File: config.mk
export PLATFORM = sky130hd
export DESIGN_NAME = tone_decoder
export DESIGN_NICKNAME = d
export VERILOG_FILES = /design/src/rtl/tone_decoder_pkg.sv /design/src/rtl/speaker_edge_sync.sv /design/src/rtl/tone_decoder.sv
export SDC_FILE = /design/constraint.sdc
export NUM_CORES = 1
export LEC_CHECK = 0
export CELL_PAD_IN_SITES_DETAIL_PLACEMENT = 0
export CELL_PAD_IN_SITES_GLOBAL_PLACEMENT = 1
export CORE_ASPECT_RATIO = 0.9
export CORE_MARGIN = 2
export CORE_UTILIZATION = 51
export DETAILED_ROUTE_END_ITERATION = 10
export HOLD_SLACK_MARGIN = 0.02
export PLACE_DENSITY = 0.95
export SLEW_MARGIN = 20
export SYNTH_ARGS = -nofsm -noshare
export SYNTH_HDL_FRONTEND = slang
export SYNTH_HIERARCHICAL = 1
export SYNTH_SLANG_ARGS = --single-unit
export TNS_END_PERCENT = 30
File: constraint.sdc
create_clock -name clk -period 13.57 [get_ports clk]
set_input_delay 4.071 -clock clk [delete_from_list [all_inputs] [get_ports clk]]
set_output_delay 4.071 -clock clk [all_outputs]
set_load 0.01 [all_outputs]
File: src/rtl/tone_decoder_pkg.sv
// tone_decoder_pkg
// Shared definitions for the speaker-line tone decoder.
//   NUM_NOTES    number of entries in the octave-4 note table
//   NOTE_W       width of a note index
//   PERIOD_W     width of a note-table period entry
//   stateT       decoder FSM states
//   periodT      one note-table period entry
//   NOTE_PERIOD  full periods of C4..B4 in 12 MHz clock cycles; the tone
//                generator uses the same table, so both ends agree
package tone_decoder_pkg;

  localparam int NUM_NOTES = 12;
  localparam int NOTE_W    = 4;
  localparam int PERIOD_W  = 17;

  typedef enum logic [1:0] {
    SILENT,
    ARMED,
    SCAN
  } stateT;

  typedef logic [PERIOD_W-1:0] periodT;

  localparam periodT NOTE_PERIOD [NUM_NOTES] = '{
    17'd45866, 17'd43293, 17'd40864, 17'd38569,
    17'd36404, 17'd34361, 17'd32433, 17'd30612,
    17'd28895, 17'd27273, 17'd25742, 17'd24297
  };

endpackage

File: src/rtl/speaker_edge_sync.sv
// speaker_edge_sync
// Brings the asynchronous speaker pin into the clk domain and flags its
// rising edges.
//   clk         system clock
//   rst         asynchronous reset, active-high
//   speaker_in  raw speaker square wave, asynchronous to clk
//   rise_pulse  one-cycle pulse, two cycles after the pin rises
module speaker_edge_sync
  import tone_decoder_pkg::*;
(
  input  logic clk,
  input  logic rst,
  input  logic speaker_in,
  output logic rise_pulse
);

  logic syncMeta;
  logic syncOut;
  logic syncPrev;

  // Two flops to settle metastability, then a third copy one cycle older so
  // the rising edge can be seen as "now high, previously low".
  always_ff @(posedge clk or posedge rst) begin
    if (rst) begin
      syncMeta <= 1'b0;
      syncOut  <= 1'b0;
      syncPrev <= 1'b0;
    end else begin
      syncMeta <= speaker_in;
      syncOut  <= syncMeta;
      syncPrev <= syncOut;
    end
  end

  assign rise_pulse = syncOut & ~syncPrev;

endmodule

File: src/rtl/tone_decoder.sv
// tone_decoder
// Measures the period of the speaker square wave, matches it against the
// octave-4 note table one entry per cycle, and reports a debounced note.
//   clk          system clock, 12 MHz
//   rst          asynchronous reset, active-high
//   speaker_in   tone square wave, asynchronous
//   note         0=C4 .. 11=B4; 0 while silent
//   note_valid   a stable recognised tone is present
//   note_change  one-cycle pulse when note_valid rises or the note changes
//   period       last measured full period in cycles
module tone_decoder
  import tone_decoder_pkg::*;
#(
  parameter int     CNT_W     = 17,
  parameter int     TIMEOUT   = 120000,
  parameter int     TOL_SHIFT = 6,
  parameter int     STABLE_N  = 3,
  parameter periodT NOTE_TABLE [NUM_NOTES] = NOTE_PERIOD
) (
  input  logic              clk,
  input  logic              rst,
  input  logic              speaker_in,
  output logic [NOTE_W-1:0] note,
  output logic              note_valid,
  output logic              note_change,
  output logic [CNT_W-1:0]  period
);

  localparam int STB_W = $clog2(STABLE_N + 1);
  localparam logic [CNT_W-1:0]  TIMEOUT_C = CNT_W'(TIMEOUT);
  localparam logic [NOTE_W-1:0] LAST_IDX  = NOTE_W'(NUM_NOTES - 1);
  localparam logic [STB_W-1:0]  STB_MAX   = STB_W'(STABLE_N);
  localparam logic [STB_W-1:0]  STB_ONE   = STB_W'(1);

  logic              risePulse;
  logic [CNT_W-1:0]  counter;
  stateT             state;
  stateT             nextState;
  logic              latchPeriod;
  logic              timeoutHit;
  logic              clearOnTimeout;
  logic              scanLast;

  logic [NOTE_W-1:0] scanIdx;
  logic              scanHit;
  logic [NOTE_W-1:0] hitIdx;
  logic [CNT_W-1:0]  refPeriod;
  logic [CNT_W-1:0]  absDiff;
  logic              entryHit;

  logic              resultReady;
  logic              resultHit;
  logic [NOTE_W-1:0] resultIdx;
  logic              candHit;
  logic [NOTE_W-1:0] candIdx;
  logic [STB_W-1:0]  stableCount;
  logic              sameResult;
  logic [STB_W-1:0]  nextCount;

  speaker_edge_sync edgeSync (
    .clk        (clk),
    .rst        (rst),
    .speaker_in (speaker_in),
    .rise_pulse (risePulse)
  );

  // Cycles since the last rising edge. Saturating rather than wrapping keeps
  // a silent line parked at the timeout value instead of aliasing into a
  // plausible-looking period.
  always_ff @(posedge clk or posedge rst) begin
    if (rst) begin
      counter <= '0;
    end else if (risePulse) begin
      counter <= '0;
    end else if (counter != TIMEOUT_C) begin
      counter <= counter + 1'b1;
    end
  end

  // An edge in the same cycle as the timeout wins, so the timeout only counts
  // when there is no rise. SCAN ignores it; the scan finishes into ARMED and
  // the saturated counter then times out from there.
  assign timeoutHit     = (counter == TIMEOUT_C) && !risePulse;
  assign clearOnTimeout = timeoutHit && (state != SCAN);
  assign scanLast       = (state == SCAN) && (scanIdx == LAST_IDX);

  // State register for the SILENT -> ARMED -> SCAN loop.
  always_ff @(posedge clk or posedge rst) begin
    if (rst) begin
      state <= SILENT;
    end else begin
      state <= nextState;
    end
  end

  // Next-state logic. The first edge after silence only arms the decoder,
  // because there is no earlier edge to measure from. Edges arriving during
  // a scan are not measured; the counter still restarts on them.
  always_comb begin
    nextState   = state;
    latchPeriod = 1'b0;
    case (state)
      SILENT: begin
        if (risePulse) begin
          nextState = ARMED;
        end
      end
      ARMED: begin
        if (risePulse) begin
          nextState   = SCAN;
          latchPeriod = 1'b1;
        end else if (timeoutHit) begin
          nextState = SILENT;
        end
      end
      SCAN: begin
        if (scanLast) begin
          nextState = ARMED;
        end
      end
      default: begin
        nextState = SILENT;
      end
    endcase
  end

  // Tolerance test for the table entry under scan. The absolute difference
  // picks whichever subtraction cannot underflow, so everything stays
  // unsigned in CNT_W bits.
  always_comb begin
    refPeriod = CNT_W'(NOTE_TABLE[scanIdx]);
    if (period >= refPeriod) begin
      absDiff = period - refPeriod;
    end else begin
      absDiff = refPeriod - period;
    end
    entryHit = (absDiff <= (refPeriod >> TOL_SHIFT));
  end

  // Period latch and the twelve-cycle table walk. The first matching entry
  // is kept; the finished result is handed to the debouncer one cycle after
  // the last compare. A miss is recorded with index 0 so that any two misses
  // compare equal in the debouncer.
  always_ff @(posedge clk or posedge rst) begin
    if (rst) begin
      period      <= '0;
      scanIdx     <= '0;
      scanHit     <= 1'b0;
      hitIdx      <= '0;
      resultReady <= 1'b0;
      resultHit   <= 1'b0;
      resultIdx   <= '0;
    end else begin
      resultReady <= 1'b0;
      if (latchPeriod) begin
        period  <= counter + 1'b1;
        scanIdx <= '0;
        scanHit <= 1'b0;
        hitIdx  <= '0;
      end else if (state == SCAN) begin
        if (entryHit && !scanHit) begin
          scanHit <= 1'b1;
          hitIdx  <= scanIdx;
        end
        if (scanLast) begin
          resultReady <= 1'b1;
          resultHit   <= scanHit || entryHit;
          if (scanHit) begin
            resultIdx <= hitIdx;
          end else if (entryHit) begin
            resultIdx <= scanIdx;
          end else begin
            resultIdx <= '0;
          end
        end else begin
          scanIdx <= scanIdx + 1'b1;
        end
      end
    end
  end

  // Repeat-count bookkeeping for the debouncer: a result that matches the
  // current candidate extends its run, anything else starts a new run of one.
  always_comb begin
    sameResult = (resultHit == candHit) && (resultIdx == candIdx);
    nextCount  = STB_ONE;
    if (sameResult) begin
      if (stableCount == STB_MAX) begin
        nextCount = STB_MAX;
      end else begin
        nextCount = stableCount + 1'b1;
      end
    end
  end

  // Debouncer and output registers. The outputs only move once a result has
  // been seen STABLE_N times in a row, so a single glitched period never
  // disturbs a valid note. A timeout silences the outputs without a pulse
  // and takes priority over a result landing in the same cycle.
  always_ff @(posedge clk or posedge rst) begin
    if (rst) begin
      candHit     <= 1'b0;
      candIdx     <= '0;
      stableCount <= '0;
      note        <= '0;
      note_valid  <= 1'b0;
      note_change <= 1'b0;
    end else begin
      note_change <= 1'b0;
      if (resultReady) begin
        candHit     <= resultHit;
        candIdx     <= resultIdx;
        stableCount <= nextCount;
        if (nextCount == STB_MAX) begin
          if (resultHit) begin
            note       <= resultIdx;
            note_valid <= 1'b1;
            if (!note_valid || (note != resultIdx)) begin
              note_change <= 1'b1;
            end
          end else begin
            note       <= '0;
            note_valid <= 1'b0;
          end
        end
      end
      if (clearOnTimeout) begin
        note        <= '0;
        note_valid  <= 1'b0;
        note_change <= 1'b0;
        stableCount <= '0;
      end
    end
  end

endmodule
==> results of run 1 <==
-- worst max-delay path, stage by stage, from the launching register on --
cell and delay, ns:
dfrtp_1 0.51, inv_1 0.20, ha_1 0.38, nand2b_1 0.14, inv_1 0.10, or2_2 0.34
ha_1 0.50, nand2_1 0.15, o21ai_1 0.35, a22o_1 0.21, a41o_1 0.14, or2_1 0.55
nor2_1 0.10, a31oi_1 0.27, a31oi_1 0.15, xnor2_1 0.17, ha_1 0.21, a211oi_1 0.29
o21ai_0 0.15, a2111oi_0 0.46, nor2_1 0.13, a211o_1 0.26, a211oi_2 0.25, o221ai_2 0.20
or3_1 0.46, mux2i_1 0.17
-- layout make-up --
type,instances,area share (%)
repair buffers,27,4.528
multi-input cells,475,55.47
well taps,129,2.755
clock buffers,11,4.144
inverters,54,3.460
flip-flops and latches,67,28.62
clock inverters,5,1.025
-- cells by family after synthesis --
logic type	Yosys count
simple gates	196
compound gates	163
buf+inv	84
flops	67
fa+ha+maj	56
xor+xnor	36
mux	24
-- routing by layer --
layer / global-route usage [%] / up-vias / share of wire (%)
met1: 34.66 / 2220 / 46
met3: 3.307 / 31 / 5.3
met4: 7.028 / 0 / 2.0
met2: 40.81 / 180 / 47
met5: 0 / - / 0
li1: - / 2208 / -
-- state kept, by name, indices dropped and copies added, names as in the netlist --
name / count
counter: 17
period: 17
candIdx: 4
hitIdx: 4
note: 4
resultIdx: 4
scanIdx: 4
stableCount: 2
state: 2
candHit: 1
edgeSync/syncMeta: 1
edgeSync/syncOut: 1
edgeSync/syncPrev: 1
note_change: 1
note_valid: 1
resultHit: 1
resultReady: 1
scanHit: 1
-- cells in the mapped netlist, drive strengths merged, types with 2 or more instances --
| library cell | n | share of area, % |
|---|---|---|
| o21a | 9 | 1.3 |
| nand2b | 2 | 0.24 |
| nand3 | 18 | 1.7 |
| nor3 | 10 | 0.95 |
| a31oi | 7 | 0.83 |
| inv | 54 | 3.8 |
| mux2i | 17 | 3.2 |
| and4 | 2 | 0.38 |
| o21bai | 3 | 0.43 |
| a21oi | 38 | 3.6 |
| clkbuf | 14 | 1.0 |
| dfrtp | 67 | 32 |
| and3 | 6 | 0.71 |
| nor2 | 49 | 3.5 |
| o211ai | 2 | 0.28 |
| o311ai | 3 | 0.50 |
| or2 | 3 | 0.36 |
| and4b | 2 | 0.38 |
| a221oi | 2 | 0.33 |
| a21o | 7 | 1.0 |
| nor4 | 3 | 0.36 |
| a211oi | 11 | 1.8 |
| a22o | 6 | 1.0 |
| buf | 16 | 1.7 |
| o221ai | 3 | 0.62 |
| and2 | 5 | 0.59 |
| nor4bb | 2 | 0.38 |
| o21ai | 51 | 4.8 |
| or3 | 3 | 0.36 |
| mux2 | 7 | 1.5 |
| ha | 54 | 13 |
| o31ai | 3 | 0.43 |
| o22ai | 2 | 0.24 |
| a211o | 3 | 0.50 |
| nand4 | 9 | 1.1 |
| xnor2 | 17 | 2.8 |
| nor2b | 5 | 0.74 |
| xor2 | 19 | 3.2 |
| nand2 | 74 | 5.3 |
| fa | 2 | 0.76 |
| o31a | 2 | 0.33 |
-- power groups by stage --
stage                     logic [mW]  clock network (mW)  registers (mW)
after floorplan                0.548                   0           0.241
after global placement         0.708                   0           0.252
after detailed placement       0.717                   0           0.253
after CTS                      0.722               0.238           0.250
after global routing           0.821               0.249           0.254
final                          0.742               0.237           0.250
-- worst max-delay path by stage --
stage / to / startpoint
floorplan: hitIdx[1]$_DFFE_PP0P_ / scanIdx[0]$_DFFE_PP0P_
global placement: hitIdx[1]$_DFFE_PP0P_ / scanIdx[1]$_DFFE_PP0P_
detailed placement: hitIdx[2]$_DFFE_PP0P_ / scanIdx[0]$_DFFE_PP0P_
CTS: hitIdx[2]$_DFFE_PP0P_ / scanIdx[0]$_DFFE_PP0P_
global route: hitIdx[2]$_DFFE_PP0P_ / scanIdx[0]$_DFFE_PP0P_
finish: hitIdx[2]$_DFFE_PP0P_ / scanIdx[0]$_DFFE_PP0P_
==> run_results.csv, run 1 <==
group,metric,value,unit
pwr,peakVddDrop,99.42,uV
min_path,min_to,"edgeSync/syncOut$_DFF_PP0_",
detailed_routing,drc,0,
die,row_count,35,
final_layout,final_common_cell,"nand2_1",
die,die_height,100.5,um
setup_path,cp.arrival,7.18,ns
timing,hold_slack,0.3600,ns
synth,syn_area_per_cell,8.423,um^2
clock_network,cts.hold.buffers_added,0,
timing,fin_crit_sh,51.47,%
pwr,clkPwrFrac,19.3,%
setup_path,critPathCaptureType,"flop",
detailed_routing,firstDrtPassIters,5,
pwr,swShare,47.54,%
final_layout,stdcell_count,768,
min_path,holdCritPathClass,"reg -> reg",
synth,synth_xor_area_share,5.980,%
setup_path,startpoint_type,"flop",
pwr,switchingPower,0.5842,mW
synth,syn_area,5273,um^2
timing,max_freq,143.2,MHz
placed_design,dp_hpwl,10.38,mm
synth,synth-simple-area-share,17.42,%
clock_network,cts_sinks,67,
setup_path,reg2reg_slack,6.59,ns
timing,finalMaxSlewViolations,0,
synth,yosys_warnings,6,
detailed_routing,ant_nets,0,
synth,synthArstFlopShare,100.0,%
clock_network,cts_tree,"built",
placed_design,io_buffers,25,
global_route,grt_pass1_wl,22.46,mm
detailed_routing,wl_per_cell,17.76,um
timing,maxSlewHeadroom,46.89,%
setup_path,crit_type,"reg -> reg",
run_status,status,"completed",
detailed_routing,routed_wl,13.64,mm
final_layout,final_cell_mix,"nand2_1, dfrtp_1, ha_1",
synth,synth.area.mux_share,4.722,%
global_route,grt_pass1_vias,4474,
pwr,power_density,209.8,nW/um^2
clock_network,clk_root_buffer_cell,"clkbuf_16",
clock_network,clock_path_buffers,2,
detailed_routing,vias_per_cell,6.040,
die,start_util,51.90,%
final_layout,final_cell_area,5858,um^2
final_layout,antenna_cells,0,
final_layout,fillers,904,
global_route,grt_usage,24.77,%
pwr,power_frac_seq,20.4,%
detailed_routing,drtIter0Drc,376,
synth,yosysSeqAreaShare,31.80,%
timing,layout_setup_ws,6.586,ns
synth,syn-instance-count,626,
die,core,10160,um^2
die,dieArea,11170,um^2
clock_network,clkTransAtPathRegs,0.06,ns
clock_network,htree_levels,3,
clock_network,post_cts.repair.setup_buffers,0,
setup_path,crit_required,13.77,ns
placed_design,dp_cells,752,
pwr,p_comb_share,60.4,%
clock_network,clock_latency,0.33,ns
final_layout,multi_input_area,3249,um^2
detailed_routing,route.vias.total,4639,
synth,yosysUniqueCellTypes,65,
placed_design,gp_congestion,0.9999,
pwr,power_leakage,2.699,nW
synth,synth_edf_count,0,
clock_network,numCtsBuffers,9,
global_route,antenna_found_initial,0,
synth,synth_seq_cells,67,
synth,synthAdderAreaFrac,13.57,%
timing,hold_violations,0,
timing,rsz0062_at_grt,"no",
timing,period_minus_slack,6.984,ns
synth,synth_compound_gate_area_share,19.93,%
setup_path,r2r_cells,25,
timing,setup_violations,0,
pwr,intPower,0.6447,mW
final_layout,fin_util,57.66,%
final_layout,drive_gt1_share,5.477,%
pwr,power,1.229,mW
placed_design,placed_cell_area,5555,um^2
clock_network,cts_resized,0,
timing,fin_skew,0.01136,ns
die,pin_count,26,
synth,synth_top_family_by_area,"compound AO/OA/AOI/OAI gates",
placed_design,preCtsSetupSlack,6.439,ns
setup_path,reg2reg_to,"hitIdx[2]$_DFFE_PP0P_",
timing,setup_tns,0,ns
global_route,grt_max_degree,65,
synth,synthFlopType,"dfrtp_1",
run,drv_cap,0,
timing,worstMarginPinSlew,0.7966,ns
die,die_x,111.2,um
synth,syn-num-nets,685,
final_layout,nets,693,
setup_path,cp_max_fo,15,
final_layout,seqCellArea,1677,um^2
global_route,grt.overflow.total,0,
setup_path,r2r_start,"scanIdx[0]$_DFFE_PP0P_",
min_path,hold_depth,0,
final_layout,area_delta_synth_final,11.11,%
min_path,hp-start,"edgeSync/syncMeta$_DFF_PP0_",
Power figures use the tool's default switching activity.
==> run 2, diff against run 1 <==
CORE_UTILIZATION = 42   (was 51)
PLACE_DENSITY = 0.88   (was 0.95)
clock period = 6.2 ns   (was 13.57 ns; I/O delays follow)
==> run_results.csv, run 2 (synthesized netlist as in run 1, its figures left out) <==
group,metric,value,unit
final_layout,nets,712,
detailed_routing,routed_wl,13.93,mm
detailed_routing,vias_per_cell,5.731,
final_layout,final_common_cell,"nand2_1",
detailed_routing,wl_met1,6.437,mm
detailed_routing,ant_nets,0,
timing,setup_violations,0,
run,drv_cap,0,
clock_network,cts.hold.buffers_added,0,
pwr,swShare,45.73,%
setup_path,cpMaxStageDelayCell,"or3_4",
clock_network,numCtsBuffers,9,
min_path,holdCritPathClass,"reg -> reg",
clock_network,clock_path_buffers,2,
timing,hold_violations,0,
detailed_routing,dr.max_layer_used,"met4",
setup_path,cp_max_fo,11,
pwr,clkPwrFrac,19.3,%
final_layout,stdcell_count,818,
pwr,power_density,465.2,nW/um^2
setup_path,startpoint_type,"flop",
global_route,grt_pass1_vias,4358,
timing,hold_slack,0.3651,ns
timing,period_minus_slack,5.879,ns
min_path,hp-start,"edgeSync/syncMeta$_DFF_PP0_",
timing,max_freq,170.1,MHz
final_layout,area_delta_synth_final,15.78,%
setup_path,cp_num_buf_inv,3,
pwr,p_comb_share,62.0,%
setup_path,critPathCaptureType,"flop",
timing,maxSlewHeadroom,48.07,%
detailed_routing,wl_met3,971,um
clock_network,clk_root_buffer_cell,"clkbuf_16",
die,start_util,43.32,%
final_layout,largest_registers,"counter: 17 flops, period: 17 flops",
die,core,12170,um^2
run_status,status,"completed",
placed_design,dp_hpwl,10.78,mm
setup_path,crit_type,"reg -> reg",
timing,rsz0062_at_grt,"no",
timing,fin_crit_sh,94.82,%
placed_design,io_buffers,25,
global_route,grt_usage,21.46,%
final_layout,final_cell_mix,"nand2_1, dfrtp_1, inv_1, ha_1, nor2_1",
clock_network,htree_levels,3,
detailed_routing,wl_per_cell,17.03,um
pwr,peakVddDrop,184.0,uV
global_route,grt_pass1_wl,22.38,mm
die,dieArea,13470,um^2
setup_path,cpPeakStageDelay,0.45,ns
clock_network,clkTransAtPathRegs,0.05,ns
pwr,power_leakage,2.810,nW
die,pin_count,26,
detailed_routing,wl_met2,6.291,mm
timing,finalMaxSlewViolations,0,
setup_path,cp.arrival,6.08,ns
pwr,power_frac_seq,18.7,%
detailed_routing,drtIter0Drc,495,
detailed_routing,firstDrtPassIters,5,
setup_path,reg2reg_to,"hitIdx[3]$_DFFE_PP0P_",
clock_network,clock_latency,0.33,ns
clock_network,cts_sinks,67,
setup_path,r2r_cells,25,
pwr,intPower,1.541,mW
setup_path,reg2reg_slack,0.32,ns
setup_path,r2r_start,"scanIdx[0]$_DFFE_PP0P_",
min_path,min_to,"edgeSync/syncOut$_DFF_PP0_",
setup_path,path_delay_family,"compound AO/OA/AOI/OAI gates",
final_layout,antenna_cells,0,
timing,worstMarginPinSlew,0.7790,ns
final_layout,final_cell_area,6105,um^2
detailed_routing,route.vias.total,4688,
global_route,grt.overflow.total,0,
pwr,switchingPower,1.299,mW
placed_design,gp_congestion,1.008,
die,die_height,110.3,um
global_route,antenna_found_initial,0,
timing,fin_skew,0.01162,ns
placed_design,dp_cells,801,
placed_design,placed_cell_area,5729,um^2
final_layout,drive_gt1_share,9.878,%
detailed_routing,drc,0,
die,die_x,122.1,um
global_route,grt_max_degree,65,
pwr,power,2.840,mW
min_path,hold_depth,0,
clock_network,cts_tree,"built",
die,row_count,38,
setup_path,crit_required,6.40,ns
==> run 2: cell types whose count changed in the layout (fill, tap and decap cells not counted), moves of 2 or more <==
cell      previous run  this run
o311ai_1             0         2
o311ai_0             3         1
o21ai_0             49        44
ha_1                54        52
buf_4                2        21
o21ai_1              2         6
ha_2                 0         2
==> run 2: worst max path at each step <==
stage / start / endpoint / depth (start not counted)
CTS: scanIdx[0]$_DFFE_PP0P_ / hitIdx[2]$_DFFE_PP0P_ / 25
finish: scanIdx[0]$_DFFE_PP0P_ / hitIdx[3]$_DFFE_PP0P_ / 25
detailed placement: scanIdx[0]$_DFFE_PP0P_ / hitIdx[2]$_DFFE_PP0P_ / 25
global placement: scanIdx[0]$_DFFE_PP0P_ / hitIdx[3]$_DFFE_PP0P_ / 25
floorplan: scanIdx[0]$_DFFE_PP0P_ / hitIdx[1]$_DFFE_PP0P_ / 28
global route: scanIdx[0]$_DFFE_PP0P_ / hitIdx[3]$_DFFE_PP0P_ / 26
==> run 2: power by group through the flow <==
stage	Sequential, mW	Clock (mW)	Combinational [mW]
global route	0.537	0.581	1.94
detailed placement	0.536	0	1.63
floorplan	0.527	0	1.20
global placement	0.533	0	1.62
finish	0.531	0.549	1.76
CTS	0.530	0.560	1.67
==> run 2: layer usage <==
layer | vias up | global-route usage, %
met5 | - | 0
met4 | 0 | 5.501
met3 | 23 | 3.858
met2 | 188 | 33.68
met1 | 2221 | 30.67
li1 | 2256 | -
==> run 2: stage by stage <==
step / setup TNS [ns] / utilization, % / worst slack, ns
floorplan: 0 / - / 0.2498
global placement: 0 / 47.07 / 0.08243
detailed placement: -0.4282 / 47.07 / -0.1055
CTS: 0 / 49.82 / 0.04959
global route: 0 / 50.15 / 0.01173
finish: 0 / 50.15 / 0.3209
==> run 2: cell type report <==
cell class,count,area [um^2]
clock buffer,10,239.0
clock inverter,6,88.84
fill,1176,6067
inverter,54,202.7
multi-input combinational,475,3289
sequential,67,1677
tap,160,200.2
timing repair buffer,46,407.9
==> run 2: timing repair <==
action,4_1_cts,5_1_grt
pin swaps,0,4
setup endpoints to repair,8,8
endpoints found under the hold margin,0,0
resized for setup,2,17
setup buffers,0,1
